$ cat config.mk
export PLATFORM = sky130hd
export DESIGN_NAME = nbcac_12di_encoder_seq
export DESIGN_NICKNAME = d
export VERILOG_FILES = /design/src/rtl/nbcac_12di_encoder_seq.sv
export SDC_FILE = /design/constraint.sdc
export NUM_CORES = 1
export LEC_CHECK = 0
export BUFFER_PORTS_ARGS = -buffer_cell sky130_fd_sc_hd__clkbuf_2
export CAP_MARGIN = 20
export CORE_MARGIN = 1.5
export CORE_UTILIZATION = 45
export CTS_BUF_LIST = sky130_fd_sc_hd__clkbuf_8 sky130_fd_sc_hd__clkbuf_16
export CTS_CLUSTER_DIAMETER = 30
export DETAILED_ROUTE_END_ITERATION = 16
export HOLD_SLACK_MARGIN = 0.05
export PLACE_DENSITY = 0.69
export RECOVER_POWER = 100
export SLEW_MARGIN = 0
export SYNTH_ARGS = -nofsm -noshare
export SYNTH_HDL_FRONTEND = slang
export SYNTH_SLANG_ARGS = --single-unit
$ cat constraint.sdc
create_clock -name clk -period 4.1 [get_ports clk]
set_input_delay 0.82 -clock clk [delete_from_list [all_inputs] [get_ports clk]]
set_output_delay 0.82 -clock clk [all_outputs]
set_load 0.01 [all_outputs]
$ cat src/rtl/nbcac_12di_encoder_seq.sv
// Iterative 12-bit binary to 17-bit NBCAC codeword encoder (greedy subtraction
// over a fixed weight table), with valid/ready handshakes on input and output.
module nbcac_12di_encoder_seq #(
    parameter int STEPS_PER_CYCLE = 1
) (
    input  logic        clk,
    input  logic        rst_n,
    input  logic        in_valid,
    output logic        in_ready,
    input  logic [11:0] v_in,
    output logic        out_valid,
    input  logic        out_ready,
    output logic [16:0] d_out,
    output logic        busy
);

    if (STEPS_PER_CYCLE != 1 && STEPS_PER_CYCLE != 2 &&
        STEPS_PER_CYCLE != 4 && STEPS_PER_CYCLE != 8) begin : g_bad_steps
        $error("STEPS_PER_CYCLE must be 1, 2, 4 or 8");
    end

    localparam logic [4:0] FIRST_K      = 5'd2;
    localparam logic [4:0] STEP_INC     = 5'(STEPS_PER_CYCLE);
    localparam logic [4:0] LAST_BATCH_K = 5'(18 - STEPS_PER_CYCLE);

    typedef enum logic [1:0] {
        IDLE = 2'd0,
        RUN  = 2'd1,
        DONE = 2'd2
    } state_t;

    state_t      state, state_nx;
    logic [11:0] rem, rem_nx;
    logic [4:0]  k_idx, k_idx_nx;
    logic [16:0] d_reg, d_nx;
    logic [4:0]  k_cur;
    logic [11:0] w_cur;
    logic        accept;

    // Out-of-range indices return a weight above any even remainder so no bit is set.
    function automatic logic [11:0] weight(input logic [4:0] k);
        case (k)
            5'd2:    weight = 12'd1974;
            5'd3:    weight = 12'd1220;
            5'd4:    weight = 12'd754;
            5'd5:    weight = 12'd466;
            5'd6:    weight = 12'd288;
            5'd7:    weight = 12'd178;
            5'd8:    weight = 12'd110;
            5'd9:    weight = 12'd68;
            5'd10:   weight = 12'd42;
            5'd11:   weight = 12'd26;
            5'd12:   weight = 12'd16;
            5'd13:   weight = 12'd10;
            5'd14:   weight = 12'd6;
            5'd15:   weight = 12'd4;
            5'd16:   weight = 12'd2;
            5'd17:   weight = 12'd2;
            default: weight = 12'hFFF;
        endcase
    endfunction

    // Handshake: a word transfers on a rising edge where valid and ready are both
    // high; valid never depends on ready, and in_ready depends only on out_ready.
    assign in_ready  = (state == IDLE) | ((state == DONE) & out_ready);
    assign accept    = in_valid & in_ready;
    assign out_valid = (state == DONE);
    assign busy      = (state == RUN);
    assign d_out     = d_reg;

    always_comb begin
        state_nx = state;
        rem_nx   = rem;
        k_idx_nx = k_idx;
        d_nx     = d_reg;
        k_cur    = k_idx;
        w_cur    = 12'd0;

        unique case (state)
            IDLE: ;
            RUN: begin
                // STEPS_PER_CYCLE comparator/subtractor stages chained in one cycle.
                for (int j = 0; j < STEPS_PER_CYCLE; j++) begin
                    k_cur = k_idx + 5'(j);
                    w_cur = weight(k_cur);
                    if (rem_nx >= w_cur) begin
                        d_nx[k_cur - 5'd1] = 1'b1;
                        rem_nx             = rem_nx - w_cur;
                    end
                end
                k_idx_nx = k_idx + STEP_INC;
                if (k_idx == LAST_BATCH_K) begin
                    state_nx = DONE;
                end
            end
            DONE: begin
                if (out_ready && !in_valid) begin
                    state_nx = IDLE;
                end
            end
            default: state_nx = IDLE;
        endcase

        // Accept is only possible from IDLE or DONE, including the back-to-back case.
        if (accept) begin
            state_nx = RUN;
            d_nx     = {16'd0, v_in[0]};
            rem_nx   = v_in & 12'hFFE;
            k_idx_nx = FIRST_K;
        end
    end

    always_ff @(posedge clk or negedge rst_n) begin
        if (!rst_n) begin
            state <= IDLE;
            rem   <= 12'd0;
            k_idx <= FIRST_K;
            d_reg <= 17'd0;
        end else begin
            state <= state_nx;
            rem   <= rem_nx;
            k_idx <= k_idx_nx;
            d_reg <= d_nx;
        end
    end

`ifndef SYNTHESIS
    a_hold_under_backpressure : assert property (
        @(posedge clk) disable iff (!rst_n)
        (out_valid && !out_ready) |=> (out_valid && $stable(d_out))
    );

    a_remainder_exhausted : assert property (
        @(posedge clk) disable iff (!rst_n)
        (state == RUN && k_idx == LAST_BATCH_K) |-> (rem_nx == 12'd0)
    );
`endif

endmodule

==> metrics.md, run 1 <==
| Metric | Value |
|---|---|
| Initial antenna violation count | `0` |
| GRT overflow | `0` |
| Cell Area, Synth | `~0.0026 mm²` |
| Post-layout min period | `approximately 3.7 ns` |
| Worst-margin pin slew | `between 1.5 and 2 ns` |
| Largest net degree at the start of global routing | `37` |
| Final WL | `6239 µm` |
| DRT Pass-1 Iters | `4` |
| Area of the core | `roughly 0.0055 mm²` |
| Worst EP arrival | `between 3 and 4 ns` |
| Max Cap Violations | `1` |
| Vias/cell | `~5.5` |
| Nets | `~370` |
| Max Buffers Root-to-Sink | `2` |
| # port buffers | `35` |
| Crit path kind | `flop to flop` |
| EDFF count, synth | `0` |
| Endpoints failing hold | `0` |
| ANT cells | `0` |
| CTS Root Cell | `clkbuf_8` |
| Crit path max-delay family | `simple AND/OR/NAND/NOR gates` |
| Crit path launch type | `flop` |
| Register area share after synthesis | `roughly a third` |
| Syn. warnings | `0` |
| Fraction of layout cells with a size suffix above 1 | `9.697%` |
| Initial DRC Count | `between 150 and 200` |
| Vias | `about 2.2k` |
| # H-tree levels | `2` |
| Die span in y | `roughly 79 µm` |
| Crit-path slowest cell | `dfstp_2` |
| Setup violators final | `0` |
| Post-synth top flop | `dfrtp_1` |
| Setup TNS | `0 ns` |
| Hold WC Path Type | `flop to flop` |
| CP required | `around 4.3 ns` |
| Vias in the first global route | `~2.1k` |
| Gpl congestion | `0.8787` |
| Post-synthesis cell type count | `46` |
| Clk_skew | `approximately 0.0059 ns` |
| Gr usage total | `roughly 22%` |
| DRC | `0` |
| Mapped Cells | `roughly 300` |
| Clk pin slew, worst setup/hold paths | `roughly 0.080 ns` |
| DRT antenna net count | `0` |
| Post-synth ARST share | `100.0%` |
| Total CTS buffers | `5` |
| Number of I/O pins | `36` |
| Die area | `0.006185 mm²` |
| Row count | `27` |
| Clock Sinks | `36` |
| Worst-skew pair later-pin latency | `between 0.2 and 0.3 ns` |
| WL/cell | `approximately 16 µm` |
| CP Cell Sequence | `inv_1 > ha_1 > nor2b_1 > nor2b_1 > a21oi_1 > a21boi_0 > ha_1 > nand4_1 > a311oi_1 > a211oi_1 > nor3_4 > buf_12 > mux2i_1 > o21ai_0` |
| CTS tree | `done` |
| Placed wire-length estimate | `roughly 4400 µm` |
| First-pass GRT wire length | `between 10000 and 15000 µm` |
| Die width | `78.65 µm` |
| Register bit total from synthesis | `36` |
| Fmax | `272.4 MHz` |
| Mapped Nets | `around 340` |
| Layout area overhead | `12.68%` |
| Worst Path Buf+Inv | `2` |
| Final worst path period share | `between 80% and 90%` |
| Status | `finished with violations` |
| Syn_area_per_cell | `~8.7 µm²` |
| Worst path max stage delay | `approximately 0.6 ns` |
| Failing checks | `capacitance limit, slew limit` |
| Initial Util | `a little under half` |
| Peak fanout along the critical path | `21` |
| Max-slew violation count | `37` |
| RSZ-0062 raised after global routing | `false` |
| Slew headroom | `-31.30%` |
| CP endpoint kind | `flop` |
==> routing by layer <==
| layer | track usage, % | vias up | share of wire [%] |
|---|---|---|---|
| met5 | 0 | - | 0 |
| met4 | 4.821 | 0 | 1.1 |
| met3 | 4.302 | 6 | 3.3 |
| met2 | 35.17 | 39 | 47 |
| met1 | 31.45 | 1053 | 49 |
| li1 | - | 1126 | - |
==> Yosys cell counts (5+ instances only) <==
master | n | area [µm²]
o21ai_0 | 19 | 95.09
dfrtp_1 | 35 | 875.8
mux2i_1 | 8 | 80.08
a21oi_1 | 25 | 125.1
a41oi_1 | 10 | 87.58
nor2_1 | 39 | 146.4
inv_1 | 10 | 37.54
clkbuf_1 | 10 | 37.54
ha_1 | 23 | 287.8
a21o_1 | 5 | 37.54
xnor2_1 | 8 | 70.07
nand2_1 | 30 | 112.6
xor2_1 | 8 | 70.07
nor2b_1 | 5 | 31.28
==> logic make-up (layout without fill, tap and decap cells) <==
| logic type | after synthesis | after routing | synth area share, % |
|---|---|---|---|
| buffers and inverters | 27 | 60 | 4.131 |
| adder cells (fa/ha/maj) | 24 | 24 | 11.95 |
| multiplexers | 9 | 9 | 3.547 |
| XOR/XNOR | 16 | 16 | 5.442 |
| flip-flops | 36 | 36 | 35.03 |
| AND/OR/NAND/NOR | 93 | 93 | 16.23 |
| AO/OA/AOI/OAI | 92 | 92 | 23.66 |
==> timing repair <==
item	in CTS	in global routing
endpoints found under the setup margin	0	4
setup buffers	0	0
hold buffers	0	0
gates resized for setup	0	1
hold endpoints to repair	0	0
==> layout make-up <==
class                           count  area (µm²)
Tap cell                           72       90.09
Sequential cell                    36       902.1
Clock buffer                        6       82.58
Multi-Input combinational cell    234        1572
Timing Repair Buffer               40       198.9
Fill cell                         547        2605
Clock inverter                      2       11.26
Inverter                           12       45.04
==> cells in the final DEF (no fill, tap or decap), types with 10 or more instances in the layout <==
cell       n
nor2_1    39
dfrtp_1   35
nand2_1   30
a21oi_1   25
ha_1      23
clkbuf_1  21
o21ai_0   19
clkbuf_2  14
inv_1     11
a41oi_1   10
==> final timing paths <==
path | start | slack (ns) | cells past startpoint | to
max | k_idx[1] | 0.43 | 14 | rem[5]
min | d_out[4] | 0.50 | 2 | d_out[4]
max reg2reg | k_idx[1] | 0.43 | 14 | rem[5]
min reg2reg | d_out[4] | 0.50 | 2 | d_out[4]
max in group asynchronous | rst_n | 1.89 | 1 | rem[11]
min in group asynchronous | rst_n | 1.07 | 1 | rem[6]
==> flip-flops by register name, indices dropped and copies added (netlist names) <==
signal,count
d_out,17
rem,12
k_idx,5
state,2
==> tightest hold or removal path, stage by stage (launching register included) <==
cell and delay (ns):
dfrtp_1 0.34, a41oi_1 0.05, nor2_1 0.07
==> stage by stage <==
| step | instances | worst slack (ns) | hold slack [ns] | cell area, µm² | util [%] |
|---|---|---|---|---|---|
| after floorplan | 297 | 0.7368 | 0.5244 | 2575 | - |
| after global placement | 394 | 0.4834 | 0.4838 | 2829 | 51.37 |
| after detailed placement | 394 | 0.3211 | 0.4872 | 2829 | 51.37 |
| after CTS | 402 | 0.3041 | 0.5029 | 2923 | 53.08 |
| after global routing | 402 | 0.03245 | 0.5407 | 2902 | 52.69 |
| final | 402 | 0.4285 | 0.4962 | 2902 | 52.69 |
Power of run 1 is left out: the tool's default activity adds up to more than one toggle a clock period on the data nets, which glitch-free logic cannot reach.
==> inputs of run 2 (changes only) <==
BUFFER_PORTS_ARGS = unset   (was -buffer_cell sky130_fd_sc_hd__clkbuf_2)
DONT_BUFFER_PORTS = 1   (was unset)
PLACE_DENSITY = 0.64   (was 0.69)
==> run 2 against run 1 <==
The run now ends clean. Cell area fell by 5.3%. First-iteration DRC count fell by 21%. Non-clock buffer count fell by 35. Utilization fell by 2.8 points. Via count fell by 4.8%. Critical path type unchanged. Critical endpoint is now rem[2]. Largest cell class unchanged. Highest routed layer unchanged.
==> metrics.md, run 2 (synthesized netlist as in run 1, its figures left out) <==
| Metric | Value |
|---|---|
| Max reg flops | `17` |
| Most frequent cells in the layout | `nor2_1 (39), dfrtp_1 (35), nand2_1 (30)` |
| Worst-margin pin slew | `approximately 1.1 ns` |
| WL/cell | `around 16 µm` |
| Worst EP arrival | `approximately 4 ns` |
| Post-CTS setup buffers | `0` |
| Placed wire-length estimate | `roughly 4400 µm` |
| Clk_skew | `slightly above 0.01 ns` |
| Max Buffers Root-to-Sink | `2` |
| DRT antenna net count | `0` |
| First-pass GRT wire length | `approximately 10000 µm` |
| Die area | `0.006185 mm²` |
| Fraction of layout cells with a size suffix above 1 | `just over 6%` |
| Status | `finished clean` |
| Gr usage total | `a little over a fifth` |
| Vias in the first global route | `between 1.5k and 2k` |
| CTS tree | `done` |
| Clk pin slew, worst setup/hold paths | `approximately 0.09 ns` |
| Clock Sinks | `36` |
| Initial DRC Count | `around 140` |
| Nets | `334` |
| Final worst path period share | `between 90 and 100%` |
| Row count | `27` |
| Max-slew violation count | `0` |
| RSZ-0062 raised after global routing | `false` |
| CP Cell Sequence | `inv_1 > ha_1 > nor2b_1 > nor2b_1 > a21oi_1 > a21boi_0 > ha_1 > nand4_1 > a311oi_1 > a211oi_1 > or3_1 > and3_1 > a221o_1` |
| Number of I/O pins | `36` |
| Final core utilization | `about half` |
| Endpoints failing hold | `0` |
| Setup violators final | `0` |
| ANT cells | `0` |
| CP endpoint kind | `flop` |
| Initial antenna violation count | `0` |
| Minimum hold slack | `roughly 0.21 ns` |
| Worst path max stage delay | `~0.61 ns` |
| DRC | `0` |
| Max Cap Violations | `0` |
| Crit path max-delay family | `simple AND/OR/NAND/NOR gates` |
| Vias/cell | `~5.8` |
| Layout area overhead | `6.657%` |
| # port buffers | `0` |
| GRT overflow | `0` |
| Final WL | `6028 µm` |
| Post-layout min period | `3.789 ns` |
| Worst Path Buf+Inv | `1` |
| Fillers | `~520` |
| Peak fanout along the critical path | `9` |
| CP required | `roughly 4.3 ns` |
| Worst-skew pair later-pin latency | `just under 0.3 ns` |
| Slew headroom | `about a quarter` |
| Gpl congestion | `0.8882` |
| Post-CTS Resized | `0` |
| Cts hold-fix bufs | `0` |
| CTS Root Cell | `clkbuf_8` |
| Crit path launch type | `flop` |
| Setup TNS | `0 ns` |
| Initial Util | `~47%` |
| Vias | `approximately 2.1k` |
| Crit-path slowest cell | `dfstp_2` |
| Commonest non-fill, non-tap cell in the layout | `nor2_1` |
| Die span in y | `a little under 80 µm` |
| Largest net degree at the start of global routing | `37` |
| Crit path kind | `flop to flop` |
| Area of the core | `between 0.005 and 0.006 mm²` |
| Hold WC Path Type | `input port to async pin` |
| # H-tree levels | `2` |
| Fmax | `between 200 and 300 MHz` |
| Die width | `between 70 and 80 µm` |
| Total CTS buffers | `5` |
| DRT Pass-1 Iters | `5` |
[run 2: cell count changes in the layout (fill, tap and decap cells not counted), sizes merged]
| cell | delta |
|---|---|
| clkbuf | -36 |
| clkinv | +1 |
| inv | -1 |
| clkinvlp | +1 |
[run 2: worst paths after layout]
kind                           start         to  cells past startpoint  slack [ns]
max in group asynchronous      rst_n   k_idx[1]                      0        3.71
min                            rst_n   k_idx[0]                      0        0.21
min reg2reg                d_out[15]  d_out[15]                      2        0.57
max reg2reg                 k_idx[1]     rem[2]                     13        0.31
min in group clk           d_out[15]  d_out[15]                      2        0.57
max                         k_idx[1]     rem[2]                     13        0.31
[run 2: area by class of cell]
type,instances,area [µm²],share of cell area (%)
Inverter,12,45.04,1.640
Sequential cell,36,902.1,32.85
Clock buffer,5,68.82,2.506
Tap cell,72,90.09,3.280
Clock inverter,3,23.77,0.8656
Timing Repair Buffer,5,50.05,1.822
Multi-Input combinational cell,234,1567,57.04
[run 2: per-layer routing]
metal  track usage, %  part of all wire [%]
met1            30.29                    48
met2            32.33                    46
met3            4.884                   5.4
met4            4.821                  0.55
met5                0                     0
[run 2: worst reg2reg max path, delay by kind of cell (launching register included)]
family,cells,cell delay (ns)
buffers and inverters,1,0.15
and+or+nand+nor,5,1.32
AOI/OAI and AO/OA,5,0.93
adders and majority gates,2,0.66
DFF,1,0.61
[run 2: per-stage QoR]
stage | cell area, µm² | worst slack (ns) | std cells
floorplan | 2575 | 0.7368 | 297
global placement | 2654 | 0.4935 | 359
detailed placement | 2654 | 0.3645 | 359
CTS | 2746 | 0.3536 | 367
global route | 2746 | 0.02195 | 367
finish | 2746 | 0.3115 | 367
Power of run 2 is left out for the same reason.
==> inputs of run 3 (changes only) <==
ABC_AREA = 1   (was unset)
SETUP_SLACK_MARGIN = 0.15   (was unset)
==> run 3 against run 2 <==
The run now ends with DRC left. Register-to-register slack better by 0.23 ns. Critical path type unchanged. Sequential share of layout area decreased by 3.2 points. Largest cell class unchanged. Setup slack gained 0.23 ns. Critical path depth rose by 6. Flip-flop and latch count is the same. Via count increased by 26%. Synthesized cell count rose by 45%. Non-clock buffer count shrank 4. Utilization is 2.5 points lower. Hold slack got worse by 0.0030 ns. First-iteration DRC count grew 43%.
==> metrics.md, run 3 <==
| Metric | Value |
|---|---|
| Status | `finished with violations` |
| Failing checks | `DRC` |
| Combinational share of power | `a little over two thirds` |
| Post-layout min period | `about 3.6 ns` |
| Syn. warnings | `0` |
| Met1 usage | `approximately a quarter` |
| RSZ-0062 raised after global routing | `false` |
| First-pass GRT wire length | `~12000 µm` |
| Post-CTS setup buffers | `0` |
| Final worst path period share | `between 80% and 90%` |
| Commonest non-fill, non-tap cell in the layout | `nand2_1` |
| GR Util met2 | `36.00%` |
| Fraction of layout cells with a size suffix above 1 | `8.747%` |
| Area of the core | `between 0.006 and 0.007 mm²` |
| Setup violators final | `0` |
| Die width | `~85 µm` |
| Setup TNS | `0 ns` |
| Die area | `roughly 0.0073 mm²` |
| DRT antenna net count | `0` |
| Reg power frac | `21.4%` |
| Synth top area share | `slightly below 30%` |
| Total CTS buffers | `5` |
| Synth cell count leaders | `nand2_1 (110), inv_1 (54), dfrtp_1 (35)` |
| Slew headroom | `about two fifths` |
| Initial Util | `a little under half` |
| Vias/cell | `~5.3` |
| Worst-skew pair later-pin latency | `0.30 ns` |
| Clk pin slew, worst setup/hold paths | `roughly 0.08 ns` |
| Initial DRC Count | `196` |
| CP endpoint kind | `flop` |
| Peak fanout along the critical path | `38` |
| Endpoints failing hold | `0` |
| Mapped Cells | `430` |
| XOR/XNOR Fraction of Synth Area | `0.8649%` |
| GRT overflow | `0` |
| Register area share after synthesis | `between 20% and 30%` |
| Simple-gate portion of the synthesized area | `about 34%` |
| EDFF count, synth | `0` |
| Post-synth top flop | `dfrtp_1` |
| Placed insts | `492` |
| Switching share of power | `55.73%` |
| Fmax | `280.9 MHz` |
| Worst-margin pin slew | `0.8855 ns` |
| Pwr/cell area | `just over 1000 mW/mm²` |
| Max-slew violation count | `0` |
| Row count | `29` |
| Worst EP arrival | `approximately 3.8 ns` |
| Worst VDD drop | `0.4850 mV` |
| Nets | `approximately 460` |
| Clock Sinks | `36` |
| Register bit total from synthesis | `36` |
| CTS Root Cell | `clkbuf_8` |
| Final WL | `between 7000 and 8000 µm` |
| Int Power | `1.377 mW` |
| Gpl congestion | `between 0.9 and 1` |
| CTS tree | `done` |
| Mux cell area share after synthesis | `about 1.3%` |
| Clock power frac | `about 8.3%` |
| Design Area, Final | `around 0.003 mm²` |
| # H-tree levels | `2` |
| Clk_skew | `roughly 0.006 ns` |
| GRT Max-Usage Layer | `met2` |
| Non-filler cells, final | `500` |
| Top-count cell post-synth | `nand2_1` |
| Placed cell areas | `approximately 0.003 mm²` |
| Vias in the first global route | `2554` |
| Crit path launch type | `flop` |
| Post-synthesis cell type count | `32` |
| Post-synth ARST share | `100.0%` |
| Die span in y | `roughly 85 µm` |
| Largest family of logic cells by synthesized area | `simple AND/OR/NAND/NOR gates` |
| Hold WC Path Type | `input port to async pin` |
| Vias | `approximately 2.7k` |
| Number of I/O pins | `36` |
| Cell Area, Synth | `between 0.003 and 0.004 mm²` |
| Largest net degree at the start of global routing | `39` |
| Crit path kind | `flop to flop` |
| DRC | `1` |
| Complex-gate fraction of the synthesized area | `13.51%` |
| Max reg flops | `17` |
| Gr usage total | `around a fifth` |
| Layout area overhead | `0.2471%` |
| Leading area contributor after synthesis | `dfrtp_1` |
| P_leak | `around 1.6 nW` |
| Register area | `approximately 900 µm²` |
| DRT Pass-1 Iters | `10` |
| Initial antenna violation count | `0` |
| Syn_area_per_cell | `around 7.1 µm²` |
| Most frequent cells in the layout | `nand2_1 (125), inv_1 (56), dfrtp_1 (35)` |
| ANT cells | `0` |
| Met3 Usage GRT | `~4.1%` |
| Fillers | `657` |
| Adder-Cell Fraction of Synth Area | `approximately a tenth` |
| Max Buffers Root-to-Sink | `2` |
| # port buffers | `0` |
| Mapped Nets | `between 400 and 500` |
| Max Cap Violations | `0` |
| WL/cell | `between 10 and 15 µm` |
| Synth top area cells | `dfrtp_1 (29%), nand2_1 (14%), ha_1 (9.5%)` |
| Area of the multi-input gates | `0.001734 mm²` |
| CP required | `approximately 4.3 ns` |
| P_sw | `1.733 mW` |
| Placed wire-length estimate | `5293 µm` |
run 3: layout make-up:
| cell class | instances | share of cell area [%] |
|---|---|---|
| multi-input cells | 320 | 56.94 |
| clock buffers | 5 | 2.260 |
| inverters | 58 | 7.149 |
| clock inverters | 3 | 0.6163 |
| flip-flops and latches | 36 | 29.62 |
| repair buffers | 1 | 0.2465 |
| well taps | 77 | 3.164 |
run 3: cell families after synthesis:
group,Yosys count
DFF,36
and+or+nand+nor,216
xor gates and xnor gates,3
muxes,4
AOI/OAI and AO/OA,73
adders and majority gates,24
buffers and inverters,74
run 3: critical path, cell delays in order, from the launching register on:
cell	delay (ns)
dfrtp_1	0.51
inv_1	0.35
ha_1	0.29
nand2_1	0.09
nor2_1	0.13
inv_1	0.12
nand2_1	0.10
inv_1	0.06
ha_1	0.17
inv_1	0.11
fa_1	0.26
nand3_1	0.09
nand3_1	0.14
nand2_1	0.12
nand3_2	0.07
nand2_1	0.06
a21boi_0	0.16
clkbuf_4	0.44
nand2_1	0.12
o21ai_2	0.08
run 3: through the flow:
step | utilization, % | power (mW) | hold slack [ns] | worst slack (ns)
final | 47.42 | 3.110 | 0.2064 | 0.5396
after detailed placement | 47.28 | 2.992 | 0.4792 | 0.4508
after floorplan | - | 2.622 | 0.4553 | 1.169
after global routing | 47.42 | 3.458 | 0.1899 | 0.1902
after CTS | 48.65 | 3.268 | 0.1958 | 0.4299
after global placement | 47.28 | 2.953 | 0.4728 | 0.4912
run 3: layer usage:
metal / routed length (µm) / vias up
met1: 3202 / 1227
met3: 229 / 12
met4: 130 / 0
met2: 3472 / 51
met5: 0 / -
li1: - / 1380
run 3: path summary, 6_finish.rpt:
kind                            cells after the start  slack [ns]   endpoint      from
worst max-delay path                               19        0.54  d_out[12]  k_idx[2]
worst min-delay path                                0        0.21  d_out[10]     rst_n
worst max register to register                     19        0.54  d_out[12]  k_idx[2]
worst min register to register                      2        0.50     rem[2]    rem[2]
max in group asynchronous                           0        3.72   k_idx[1]     rst_n
min in group clk                                    2        0.50     rem[2]    rem[2]
run 3: repair_timing:
action                                  4_1_cts  5_1_grt
hold buffers                                  0        0
endpoints found under the setup margin        0        1
resized for setup                             0        1
endpoints found under the hold margin         0        0
run 3: power groups by stage:
stage | registers [mW] | logic (mW) | clock network (mW)
6_report | 0.666 | 2.19 | 0.258
5_1_grt | 0.685 | 2.50 | 0.278
4_1_cts | 0.669 | 2.33 | 0.269
3_5_place_dp | 0.676 | 2.32 | 0
3_3_place_gp | 0.676 | 2.28 | 0
2_1_floorplan | 0.627 | 2.00 | 0
(Power assumes the default switching activity.)
